--- config.mk ---
export PLATFORM = sky130hd
export DESIGN_NAME = gfx_clip
export DESIGN_NICKNAME = d
export VERILOG_FILES = /design/src/rtl/gfx_clip.sv
export SDC_FILE = /design/constraint.sdc
export NUM_CORES = 1
export LEC_CHECK = 0
export ABC_AREA = 1
export CORE_MARGIN = 2
export CORE_UTILIZATION = 45
export DETAILED_ROUTE_END_ITERATION = 8
export PLACE_DENSITY = 0.75
export SETUP_SLACK_MARGIN = 0.05
export SYNTH_ARGS = -nofsm -noshare
export SYNTH_HDL_FRONTEND = slang
export SYNTH_SLANG_ARGS = --single-unit
export TNS_END_PERCENT = 100
--- constraint.sdc ---
create_clock -name clk_i -period 5.9 [get_ports clk_i]
set_input_delay 0.885 -clock clk_i [delete_from_list [all_inputs] [get_ports clk_i]]
set_output_delay 0.885 -clock clk_i [all_outputs]
set_load 0.01 [all_outputs]
--- src/rtl/gfx_clip.sv ---
// Pixel clip-and-address stage: drops unset or out-of-rectangle pixels and turns
// the survivors into a single-beat byte-addressed write request.
module gfx_clip #(
  parameter int unsigned point_width = 16,
  parameter int unsigned BPP_LOG2    = 1,
  parameter int unsigned CW          = 16
) (
  input  logic                   clk_i,
  input  logic                   rst_i,
  input  logic                   pix_stb_i,
  input  logic                   pix_write_i,
  input  logic [point_width-1:0] pix_x_i,
  input  logic [point_width-1:0] pix_y_i,
  input  logic [CW-1:0]          color_i,
  input  logic                   clip_en_i,
  input  logic [point_width-1:0] clip_x0_i,
  input  logic [point_width-1:0] clip_y0_i,
  input  logic [point_width-1:0] clip_x1_i,
  input  logic [point_width-1:0] clip_y1_i,
  input  logic [point_width-1:0] target_w_i,
  input  logic [point_width-1:0] target_h_i,
  input  logic [31:0]            target_base_i,
  input  logic [15:0]            target_stride_i,
  output logic                   clip_ack_o,
  output logic                   busy_o,
  output logic                   overrun_o,
  output logic                   render_write_o,
  output logic [31:0]            render_adr_o,
  output logic [CW-1:0]          render_dat_o,
  input  logic                   render_ack_i
);

  localparam int unsigned AW = 32;

  typedef enum logic [2:0] {
    IDLE,
    CLIP,
    ADDR,
    WRITE,
    ACK
  } state_t;

  state_t                 state;
  logic [point_width-1:0] x_q;
  logic [point_width-1:0] y_q;
  logic                   set_q;
  logic [CW-1:0]          color_q;

  logic                   inside_c;
  logic [AW-1:0]          adr_c;

  // Inside test against the clip rectangle or the whole target; a degenerate
  // rectangle fails naturally because no x can satisfy x0 <= x < x1.
  always_comb begin
    inside_c = 1'b0;
    if (clip_en_i) begin
      inside_c = (x_q >= clip_x0_i) && (x_q < clip_x1_i) &&
                 (y_q >= clip_y0_i) && (y_q < clip_y1_i);
    end else begin
      inside_c = (x_q < target_w_i) && (y_q < target_h_i);
    end
  end

  // Byte address; product and sum both wrap at 32 bits.
  always_comb begin
    adr_c = target_base_i
          + AW'(AW'(y_q) * AW'(target_stride_i))
          + (AW'(x_q) << BPP_LOG2);
  end

  always_ff @(posedge clk_i or posedge rst_i) begin
    if (rst_i) begin
      state          <= IDLE;
      x_q            <= '0;
      y_q            <= '0;
      set_q          <= 1'b0;
      color_q        <= '0;
      clip_ack_o     <= 1'b0;
      busy_o         <= 1'b0;
      overrun_o      <= 1'b0;
      render_write_o <= 1'b0;
      render_adr_o   <= '0;
      render_dat_o   <= '0;
    end else begin
      clip_ack_o <= 1'b0;
      if (pix_stb_i && (state != IDLE)) begin
        overrun_o <= 1'b1;
      end
      case (state)
        IDLE: begin
          if (pix_stb_i) begin
            x_q     <= pix_x_i;
            y_q     <= pix_y_i;
            set_q   <= pix_write_i;
            color_q <= color_i;
            busy_o  <= 1'b1;
            state   <= CLIP;
          end
        end
        CLIP: begin
          if (!set_q || !inside_c) begin
            clip_ack_o <= 1'b1;
            state      <= ACK;
          end else begin
            state <= ADDR;
          end
        end
        ADDR: begin
          render_adr_o   <= adr_c;
          render_dat_o   <= color_q;
          render_write_o <= 1'b1;
          state          <= WRITE;
        end
        WRITE: begin
          if (render_ack_i) begin
            render_write_o <= 1'b0;
            clip_ack_o     <= 1'b1;
            state          <= ACK;
          end
        end
        ACK: begin
          busy_o <= 1'b0;
          state  <= IDLE;
        end
        default: begin
          busy_o         <= 1'b0;
          render_write_o <= 1'b0;
          state          <= IDLE;
        end
      endcase
    end
  end

endmodule

## Word level (Yosys, flattened, before mapping)

Index checks and enable logic that the tools add are counted.
Widths: inputs -> output; s select.

| cells by class | value |
|---|---|
| add/subtract/negate cells | 2 |
| multiply operators | 1 |
| div/mod/pow operators | 0 |
| $lt $le $gt $ge | 6 |
| equal/unequal tests | 6 |
| shift-type cells | 0 |
| multiplexer cells | 12 |
| bitwise gates (word level) | 2 |
| reduce and logical (&&, ||, !) cells | 16 |

Operator list:

| operator | count |
|---|---|
| $lt 16x16->1 | 4 |
| $add 32x17->32 | 1 |
| $add 32x32->32 | 1 |
| $ge 16x16->1 | 2 |
| $mul 16x16->32 | 1 |
| $pmux 3 s4 | 1 |
| $mux 3 | 3 |
| $reduce_and 2->1 | 4 |
| $eq 3x2->1 const B | 2 |
| $reduce_or 3->1 | 2 |
| $logic_and 1x1->1 | 5 |
| $mux 1 | 5 |
| $ne 2x2->1 const B | 2 |
| $pmux 1 s2 | 2 |
| $eq 3x1->1 const B | 1 |
| $eq 3x3->1 const B | 1 |
| $logic_not 3->1 | 1 |
| $pmux 1 s3 | 1 |
| $reduce_bool 3->1 | 1 |
| $logic_not 1->1 | 2 |
| $not 1->1 | 2 |
| $logic_or 1x1->1 | 1 |

| word-level totals | value |
|---|---|
| bits in registers | 104 |
| bits in latches | 0 |
| memory bits (writable) | 0 |
| memory bits (read-only) | 0 |
| input port bits | 198 |
| output and inout bits | 52 |
| logic and storage cells | 56 |
| memories | 0 |

## Logic depth before layout (Yosys ltp)

Gate-level depths: netlist (run 1).

| logic depth | value |
|---|---|
| depth in word-level cells | 9 |
| mapped depth | 28 |
| gate-level depth less buffers | 26 |

## Worst setup path after synthesis (run 1)

Ideal clock, no wire load.

| timing | value |
|---|---|
| kind | input to register |
| start | input target_stride_i[7] |
| end | register render_adr_o[23] |
| setup time | 132 ps |
| arrival time | 5,856 ps |
| data required time | 5,768 ps |
| setup slack | -88 ps |
| stages on the path | 23 |
| buffers on the path | 2 |
| path through | clkbuf_1 -> clkbuf_1 -> nand2_1 -> fa_1 -> inv_1 -> fa_1 -> inv_1 -> fa_1 -> inv_1 -> fa_1 -> fa_1 -> inv_1 -> fa_1 -> inv_1 -> ha_1 -> a21o_1 -> a21oi_1 -> nand2_1 -> nor2_4 -> inv_2 -> a21oi_2 -> xor2_1 -> o21ai_1 |

| between the ends | value |
|---|---|
| cells in the longest elaborated chain, start to end | 3 |

RTL lines:

| item | RTL line | text |
|---|---|---|
| start, declared | 23 | `input logic [15:0] target_stride_i,` |
| $mul 16x16->32 | 67 | `+ AW'(AW'(y_q) * AW'(target_stride_i))` |
| $add 32x32->32 | 67 |  |
| $add 32x17->32 | 68 | `+ (AW'(x_q) << BPP_LOG2);` |
| end signal, assigned | 109 | `render_adr_o <= adr_c;` |
| end, declared | 28 | `output logic [31:0] render_adr_o,` |

No other way between the ends.
A chain may end at the register's enable or synchronous reset.

## Final worst setup path (run 1)

| timing | value |
|---|---|
| start | input target_stride_i[8] |
| end | register render_adr_o[23] |

Same word-level chain as after synthesis.

==> results of run 1 <==
-- worst max-delay path: cells and delay by family --
kind / cells / cell delay, ps
compound gates: 5 / 710
xor+xnor: 1 / 150
fa+ha+maj: 7 / 3280
buf+inv: 6 / 740
simple gates: 1 / 70
-- kinds of logic (layout without fill, tap and decap cells) --
family	Yosys count	in the layout	share of synthesized area (%)
DFF	104	104	15.6
xor gates and xnor gates	16	16	0.841
and+or+nand+nor	728	728	17.5
buffers and inverters	732	1076	16.5
AOI/OAI and AO/OA	193	193	6.29
adders and majority gates	431	431	43.2
-- metrics by stage --
| step | hold WS (ps) | worst slack [ps] | area (sq um) | std cells |
|---|---|---|---|---|
| after global placement | 442 | -656 | 20500 | 2970 |
| after global routing | 502 | 32.9 | 21600 | 3016 |
| after CTS | 472 | 53.3 | 21300 | 3002 |
| after detailed placement | 454 | -689 | 20500 | 2970 |
| after floorplan | 493 | 40.1 | 16700 | 2204 |
| final | 470 | 275 | 21600 | 3016 |
-- layout by cell type (no fill, tap or decap), types with 9 or more instances in the layout --
cell,netlist,routed
inv_1,645,626
nand2_1,582,565
fa_1,241,236
clkdlybuf4s50_1,0,234
ha_1,190,172
buf_4,1,142
dfrtp_1,104,96
o21ai_0,81,74
a21oi_1,76,62
nor2_1,54,44
nand3_1,42,37
inv_2,4,22
nand2_2,5,18
ha_4,0,17
a21oi_2,3,15
nor3_1,17,14
o21ai_1,7,12
clkbuf_16,0,11
nor2_2,3,9
nand4_1,9,9
xor2_1,9,9
clkbuf_2,0,9
buf_12,0,9
-- state kept, by name, indices dropped and copies added (netlist names) --
signal          cells
render_adr_o       32
color_q            16
render_dat_o       16
x_q                16
y_q                16
state               3
busy_o              1
clip_ack_o          1
overrun_o           1
render_write_o      1
set_q               1
-- worst min-delay path by stage --
stage | from | to | cells past startpoint
6_report | overrun_o | overrun_o | 1
5_1_grt | overrun_o | overrun_o | 1
4_1_cts | overrun_o | overrun_o | 1
3_5_place_dp | overrun_o | overrun_o | 1
3_3_place_gp | overrun_o | overrun_o | 1
2_1_floorplan | overrun_o | overrun_o | 1
-- what timing repair did --
| item | in CTS | in global routing |
|---|---|---|
| setup buffers | 8 | 13 |
| pin swaps | 29 | 66 |
| setup endpoints to repair | 23 | 21 |
| gates resized for setup | 75 | 110 |
| gates cloned | 8 | 2 |
| hold buffers | 0 | 0 |
-- final cells by class --
class | instances | share of cell area [%]
clock buffers | 9 | 1.04
clock inverters | 7 | 0.283
inverters | 649 | 11.3
multi-input cells | 1368 | 54.6
flip-flops and latches | 104 | 12.1
well taps | 468 | 2.71
repair buffers | 411 | 18.0
-- metal layers --
| layer | GRT usage [%] | vias to the layer above | share of wire (%) | wire length [um] |
|---|---|---|---|---|
| li1 | - | 7076 | - | - |
| met1 | 32.0 | 7038 | 42 | 19800 |
| met2 | 46.2 | 469 | 50 | 23900 |
| met3 | 3.18 | 79 | 6.0 | 2850 |
| met4 | 7.38 | 0 | 2.5 | 1180 |
| met5 | 0 | - | 0 | 0 |
==> metrics.yaml, run 1 <==
nets: 3172
rr_endpoint: "render_adr_o[22]"
synth_area_sq_um: 16700
root_buffer: "clkbuf_16"
wl_per_cell_um: 15.8
antenna_found_initial: 0
ys_seq_area_share_pct: 15.6
synth_area_per_cell_sq_um: 7.56
synthFlopType: "dfrtp_1"
max_freq_mhz: 178
io_pins: 250
place_congestion: 0.888
cp-endpoint: "render_adr_o[23]"
cp.required_ps: 6120
regArea_sq_um: 2610
grt_use_total_pct: 25.5
port_buffers: 249
synth_edf_count: 0
slew_headroom_pct: 14.5
startpoint: "target_stride_i[8]"
areaGrowthSynthToFinish_pct: 29.8
antenna_cells: 0
grt_pass1_wl_mm: 77.9
end_kind: "register"
row_count: 70
crit_type: "primary input to register"
hold_viol_final: 0
grt_overflow: 0
clock_latency_ps: 370
core_area_sq_um: 36500
cts_buffers: 9
report.final.slew_viol_count: 0
critPathArrivalTime_ps: 5840
clockBufferDepth: 2
numClockSinks: 104
drcViolationCount: 0
drive_gt1_share_pct: 12.6
setup_viol: 0
synth.most_common_cell: "inv_1"
min_period_ps: 5630
reg2reg_from: "y_q[2]"
fp.dieH_um: 196
r2r.worst_path.cells: 20
yosys-top-cells-area: "fa_1 (29%), dfrtp_1 (16%), inv_1 (15%), ha_1 (14%), nand2_1 (13%)"
start_kind: "primary input"
dr.pass1.iters: 5
die-area_sq_um: 38600
status: "finished clean"
rsz0062_at_grt: "no"
synth_seq_cells: 104
fillers: 3209
first_global_vias: 15800
cp_common_cell: "fa_1"
die_w_um: 196
synth.distinct_cells: 37
multi_input_area_sq_um: 11800
synth_common_cells: "inv_1 (645), nand2_1 (582), fa_1 (241), ha_1 (190), dfrtp_1 (104)"
worst_slew_pin_slew_ps: 1280
netlist.top_cell.by_area: "fa_1"
hp-class: "register to register"
post-route-util_pct: 59.2
cts_max_level: 3
initial_core_util_pct: 45.6
wl_mm: 47.8
grt_max_degree: 82
drtIter0Drc: 861
drv_cap: 0
routed_via_density: 4.86
slowest_stage: "fa_1"
synth_nets: 2833
fin_setup_tns_ps: 0
dp_hpwl_mm: 38.8
crit_chain: "clkbuf_2, bufbuf_16, nand2_1, fa_1, inv_1, fa_1, fa_1, fa_1, fa_1, inv_1, fa_1, inv_1, ha_4, a21oi_2, o21ai_1, o21bai_2, buf_4, a21oi_2, xor2_1, o21ai_1"
synthCells: 2204
ys_warn_count: 0
path_clk_slew_ps: 80
vias: 14700
antenna_left: 0
finClkSkew_ps: 13.8
yosysTopAreaCellShare_pct: 28.9
path_max_fanout: 5
async_flop_share_pct: 100
cts_tree: "done"
finalCritPeriodShare_pct: 95.3
cpPeakStageDelay_ps: 580
r2r_slack_ps: 300
Power of run 1 is not shown: default switching activity piles up to over one toggle a cycle in this logic, so the estimate is an artifact.
==> inputs of run 2 (changes only) <==
--- a/config.mk
+++ b/config.mk
@@ -6,8 +6,10 @@
 export NUM_CORES = 1
 export LEC_CHECK = 0
 export ABC_AREA = 1
+export ABC_CLOCK_PERIOD_IN_PS = 5900
 export CORE_MARGIN = 2
 export CORE_UTILIZATION = 45
+export CTS_BUF_LIST = sky130_fd_sc_hd__clkbuf_4
 export DETAILED_ROUTE_END_ITERATION = 8
 export PLACE_DENSITY = 0.75
 export SETUP_SLACK_MARGIN = 0.05
==> metrics.yaml, run 2 (synthesis gave the netlist of run 1 again) <==
cts_tree: "done"
root_buffer: "clkbuf_4"
final_cell_mix: "inv_1 (636), nand2_1 (574), fa_1 (236)"
grt_max_degree: 82  # unchanged
dr.pass1.iters: 6  # +1
place_congestion: 0.888  # unchanged
antenna_found_initial: 1  # +1
cp_common_cell: "fa_1"
report.final.slew_viol_count: 0  # unchanged
cts_buffers: 9  # unchanged
antenna_left: 0  # unchanged
drive_gt1_share_pct: 10.4  # -2.2 points
dpl.cell_count: 2970  # unchanged
path_clk_slew_ps: 190  # +110 ps
layout_commonest_cell: "inv_1"
core_area_sq_um: 36500  # unchanged
clockBufferDepth: 2  # unchanged
setup_viol: 0  # unchanged
areaGrowthSynthToFinish_pct: 27.6
wl_per_cell_um: 15.6  # -1.2%
cp.required_ps: 6370  # +250 ps
die_w_um: 196  # unchanged
final_area_sq_um: 21300  # -1.7%
max_freq_mhz: 177  # -0.50%
first_global_vias: 15500  # -1.9%
nets: 3162  # -0.32%
grt_overflow: 0  # unchanged
dp_hpwl_mm: 38.8  # unchanged
wl_mm: 47.0  # -1.5%
rsz0062_at_grt: "no"
slowest_stage: "fa_1"
slew_headroom_pct: 15.9  # +1.4 points
hold_viol_final: 0  # unchanged
routed_via_density: 4.85  # -0.20%
crit_chain: "dlymetal6s2s_1, clkbuf_16, nand2_1, inv_1, fa_1, inv_1, fa_1, inv_1, fa_1, fa_1, fa_1, inv_2, fa_1, inv_2, ha_4, a21oi_2, buf_4, o21a_1, o21bai_1, inv_1, nand2_2, nor2_1, nand3b_1, nand2_1"
rr_endpoint: "render_adr_o[22]"
start_kind: "primary input"
drcViolationCount: 0  # unchanged
status: "finished clean"
numClockSinks: 104  # unchanged
startpoint: "target_stride_i[10]"
row_count: 70  # unchanged
crit_type: "primary input to register"
end_kind: "register"
finClkSkew_ps: 27.3  # +13.5 ps
hp-class: "register to register"
grt_pass1_wl_mm: 75.8  # -2.7%
initial_core_util_pct: 45.6  # unchanged
vias: 14600  # -0.46%
fin_setup_tns_ps: 0  # unchanged
top_register: "render_adr_o"
drtIter0Drc: 879  # +2.1%
clock_latency_ps: 510  # +140 ps
critPathArrivalTime_ps: 6120  # +280 ps
largest_reg_flops: 32  # unchanged
min_from: "overrun_o"
drv_cap: 0  # unchanged
path_max_fanout: 6  # +1
io_pins: 250  # unchanged
reg2reg_from: "y_q[1]"
r2r_slack_ps: 280  # -20 ps
placed_area_sq_um: 20500  # unchanged
cp-endpoint: "render_adr_o[22]"
r2r.worst_path.cells: 20  # unchanged
finalCritPeriodShare_pct: 95.8  # +0.48 points
fp.dieH_um: 196  # unchanged
grt_use_total_pct: 24.6  # -0.90 points
port_buffers: 249  # unchanged
cts_max_level: 3  # unchanged
die-area_sq_um: 38600  # unchanged
stdcell_count: 3008  # -0.27%
min_period_ps: 5650  # +28.4 ps
cpPeakStageDelay_ps: 570  # about the same
worst_slew_pin_slew_ps: 1260  # -20.3 ps
==> run 2: layer usage <==
layer	global-route usage [%]	share of wire (%)	up-vias
met5	0	0	-
met4	5.92	2.3	0
met3	2.64	6.1	81
met2	44.7	50	470
met1	31.6	42	6985
li1	-	-	7058
==> run 2: cell type report <==
class / count / area (sq um)
diodes: 2 / 5.00
clock buffers: 9 / 67.6
fillers: 3275 / 15300
repair buffers: 401 / 3840
well taps: 468 / 586
multi-input cells: 1368 / 11700
clock inverters: 7 / 61.3
flip-flops and latches: 104 / 2610
inverters: 649 / 2440
==> run 2: worst min path at each step <==
stage | slack [ps] | to | cells past startpoint
after global routing | 520 | overrun_o | 1
after global placement | 440 | overrun_o | 1
after floorplan | 490 | overrun_o | 1
final | 490 | overrun_o | 1
after CTS | 490 | overrun_o | 1
after detailed placement | 450 | overrun_o | 1
==> run 2: critical path: cells and delay by family <==
kind | cells | cell delay, ps
compound gates | 3 | 500
fa+ha+maj | 7 | 3400
simple gates | 5 | 480
buf+inv | 9 | 840
==> run 2: timing repair <==
action	in CTS	in global routing
endpoints found under the setup margin	17	23
setup buffers	0	13
hold buffers	0	0
cloned	0	7
gates resized for setup	5	107
pin swaps	1	39
==> run 2: metrics by stage <==
stage,utilization (%),setup WS (ps),hold WS [ps]
floorplan,-,40.1,493
global placement,56.2,-656,442
detailed placement,56.2,-689,454
CTS,56.6,52.0,493
global route,58.2,56.3,525
finish,58.2,246,491
Power of run 2 is left out for the same reason.
==> inputs of run 3 (changes only) <==
--- a/config.mk
+++ b/config.mk
@@ -7,11 +7,12 @@
 export LEC_CHECK = 0
 export ABC_AREA = 1
 export ABC_CLOCK_PERIOD_IN_PS = 5900
-export CORE_MARGIN = 2
-export CORE_UTILIZATION = 45
+export CELL_PAD_IN_SITES_DETAIL_PLACEMENT = 1
+export CELL_PAD_IN_SITES_GLOBAL_PLACEMENT = 1
+export CORE_UTILIZATION = 38
 export CTS_BUF_LIST = sky130_fd_sc_hd__clkbuf_4
 export DETAILED_ROUTE_END_ITERATION = 8
-export PLACE_DENSITY = 0.75
+export PLACE_DENSITY = 0.84
 export SETUP_SLACK_MARGIN = 0.05
 export SYNTH_ARGS = -nofsm -noshare
 export SYNTH_HDL_FRONTEND = slang
==> metrics.yaml, run 3 (synthesis gave the netlist of run 1 again) <==
core_area_sq_um: 43200  # +18%
drtIter0Drc: 681  # -23%
largest_reg_flops: 32  # unchanged
clock_latency_ps: 550  # +40 ps
grt_use_total_pct: 26.1  # +1.5 points
die_w_um: 211  # +7.6%
slowest_stage: "fa_1"
setup_viol: 0  # unchanged
grt_overflow: 0  # unchanged
multi_input_area_sq_um: 11600  # -0.63%
row_count: 76  # +8.6%
cp_common_cell: "inv_2"
port_buffers: 249  # unchanged
fillers: 5356  # +64%
antenna_found_initial: 4  # +3
slew_headroom_pct: 22.3  # +6.4 points
dp_hpwl_mm: 48.1  # +24%
report.final.slew_viol_count: 0  # unchanged
cp.required_ps: 6420  # +50 ps
worst_slew_pin_slew_ps: 1160  # -97.6 ps
max_freq_mhz: 175  # -1.0%
hold_buffers: 0  # unchanged
die-area_sq_um: 44700  # +16%
first_global_vias: 17400  # +12%
hold_ws_ps: 496  # +4.75 ps
io_pins: 250  # unchanged
crit_type: "primary input to register"
status: "finished clean"
finClkSkew_ps: 48.9  # +21.6 ps
r2r.worst_path.cells: 22  # +10%
rr_endpoint: "render_adr_o[24]"
vias: 15100  # +3.6%
regArea_sq_um: 2620  # +0.14%
stdcell_count: 3124  # +3.9%
dr.pass1.iters: 4  # -2
routed_via_density: 4.84  # -0.26%
pre_cts_slack_ps: -864  # -175 ps
cp_top_family: "adder cells"
drv_cap: 0  # unchanged
path_depth: 24  # unchanged
cp-endpoint: "render_adr_o[24]"
root_buffer: "clkbuf_4"
path_max_fanout: 12  # +6
antenna_left: 0  # unchanged
areaGrowthSynthToFinish_pct: 27.9
drcViolationCount: 0  # unchanged
r2r_slack_ps: 270  # about the same
numClockSinks: 104  # unchanged
min_period_ps: 5710  # +58.6 ps
place_congestion: 0.900  # +1.3%
path_clk_slew_ps: 220  # +30 ps
crit_chain: "dlygate4sd2_1, buf_12, nand2_1, inv_2, fa_1, inv_2, fa_2, fa_1, inv_2, fa_2, fa_1, inv_2, fa_1, inv_2, ha_4, nand2_1, inv_1, nand2_1, nor3_1, nand3_1, nand3_1, or2_1, nand3_1, nand2_1"
fp.dieH_um: 211  # +7.6%
wl_per_cell_um: 18.0  # +15%
cts_buffers: 9  # unchanged
reg2reg_from: "y_q[8]"
top_register: "render_adr_o"
initial_core_util_pct: 38.6  # -7.0 points
cts_max_level: 3  # unchanged
dpl.cell_count: 3093  # +4.1%
hold_viol_final: 0  # unchanged
hp-class: "register to register"
crit_buf_inv: 8  # -1
wl_mm: 56.2  # +19%
cts_tree: "done"
cpPeakStageDelay_ps: 550  # -20 ps
startpoint: "target_stride_i[5]"
nets: 3158  # -0.13%
layout_commonest_cell: "inv_1"
final_cell_mix: "inv_1 (638), nand2_1 (576), clkdlybuf4s50_1 (234)"
finalCritPeriodShare_pct: 96.8  # +0.99 points
fin_ws_ps: 188  # -58.6 ps
clockBufferDepth: 2  # unchanged
grt_pass1_wl_mm: 89.9  # +19%
start_kind: "primary input"
drive_gt1_share_pct: 10.1  # -0.30 points
critPathArrivalTime_ps: 6230  # +110 ps
grt_max_degree: 61  # -26%
rsz0062_at_grt: "yes"
end_kind: "register"
==> run 3: cell types whose count changed in the layout (fill, tap and decap cells not counted), sizes merged <==
cell / delta
clkbuf: -2
buf: -1
inv: +1
clkinv: -1
diode: +3
dlygate4sd2: +3
dlymetal6s2s: -4
==> run 3: metal layers <==
| metal | GRT usage (%) | share of wire, % | vias up |
|---|---|---|---|
| met4 | 12.0 | 4.6 | 0 |
| li1 | - | - | 7045 |
| met3 | 3.20 | 3.6 | 137 |
| met5 | 0 | 0 | - |
| met1 | 29.9 | 40 | 7561 |
| met2 | 48.2 | 52 | 375 |
==> run 3: worst min-delay path, delay by kind of cell, from the launching register on <==
kind | cells | cell delay (ps)
simple gates | 2 | 100
flops | 1 | 380
==> run 3: layout make-up <==
| cell class | instances | share of cell area [%] |
|---|---|---|
| Multi-Input combinational cell | 1368 | 54.3 |
| Clock inverter | 7 | 0.305 |
| Timing Repair Buffer | 397 | 17.8 |
| Antenna cell | 5 | 0.0587 |
| Tap cell | 585 | 3.43 |
| Sequential cell | 104 | 12.3 |
| Clock buffer | 9 | 0.317 |
| Inverter | 649 | 11.4 |
==> run 3: how the worst min path moves through the flow <==
stage / from / endpoint / slack [ps] / cells after the start
5_1_grt: render_adr_o[1] / render_adr_o[1] / 530 / 2
3_5_place_dp: render_adr_o[1] / render_adr_o[1] / 460 / 2
4_1_cts: render_adr_o[1] / render_adr_o[1] / 500 / 2
3_3_place_gp: overrun_o / overrun_o / 440 / 1
2_1_floorplan: overrun_o / overrun_o / 490 / 1
6_report: render_adr_o[2] / render_adr_o[2] / 500 / 2
==> run 3: timing repair <==
item	in CTS	in global routing
pin swaps	8	35
gates resized for setup	24	73
setup endpoints to repair	16	22
setup buffers	2	7
cloned	0	1
endpoints found under the hold margin	0	0
==> run 3: metrics by stage <==
step	utilization [%]	setup TNS, ps	instance area [sq um]
after floorplan	-	0	16700
after global placement	48.1	-11770	20800
after detailed placement	48.1	-14650	20800
after CTS	48.6	0	21000
after global routing	49.4	0	21300
final	49.4	0	21300
Power of run 3 is left out for the same reason.
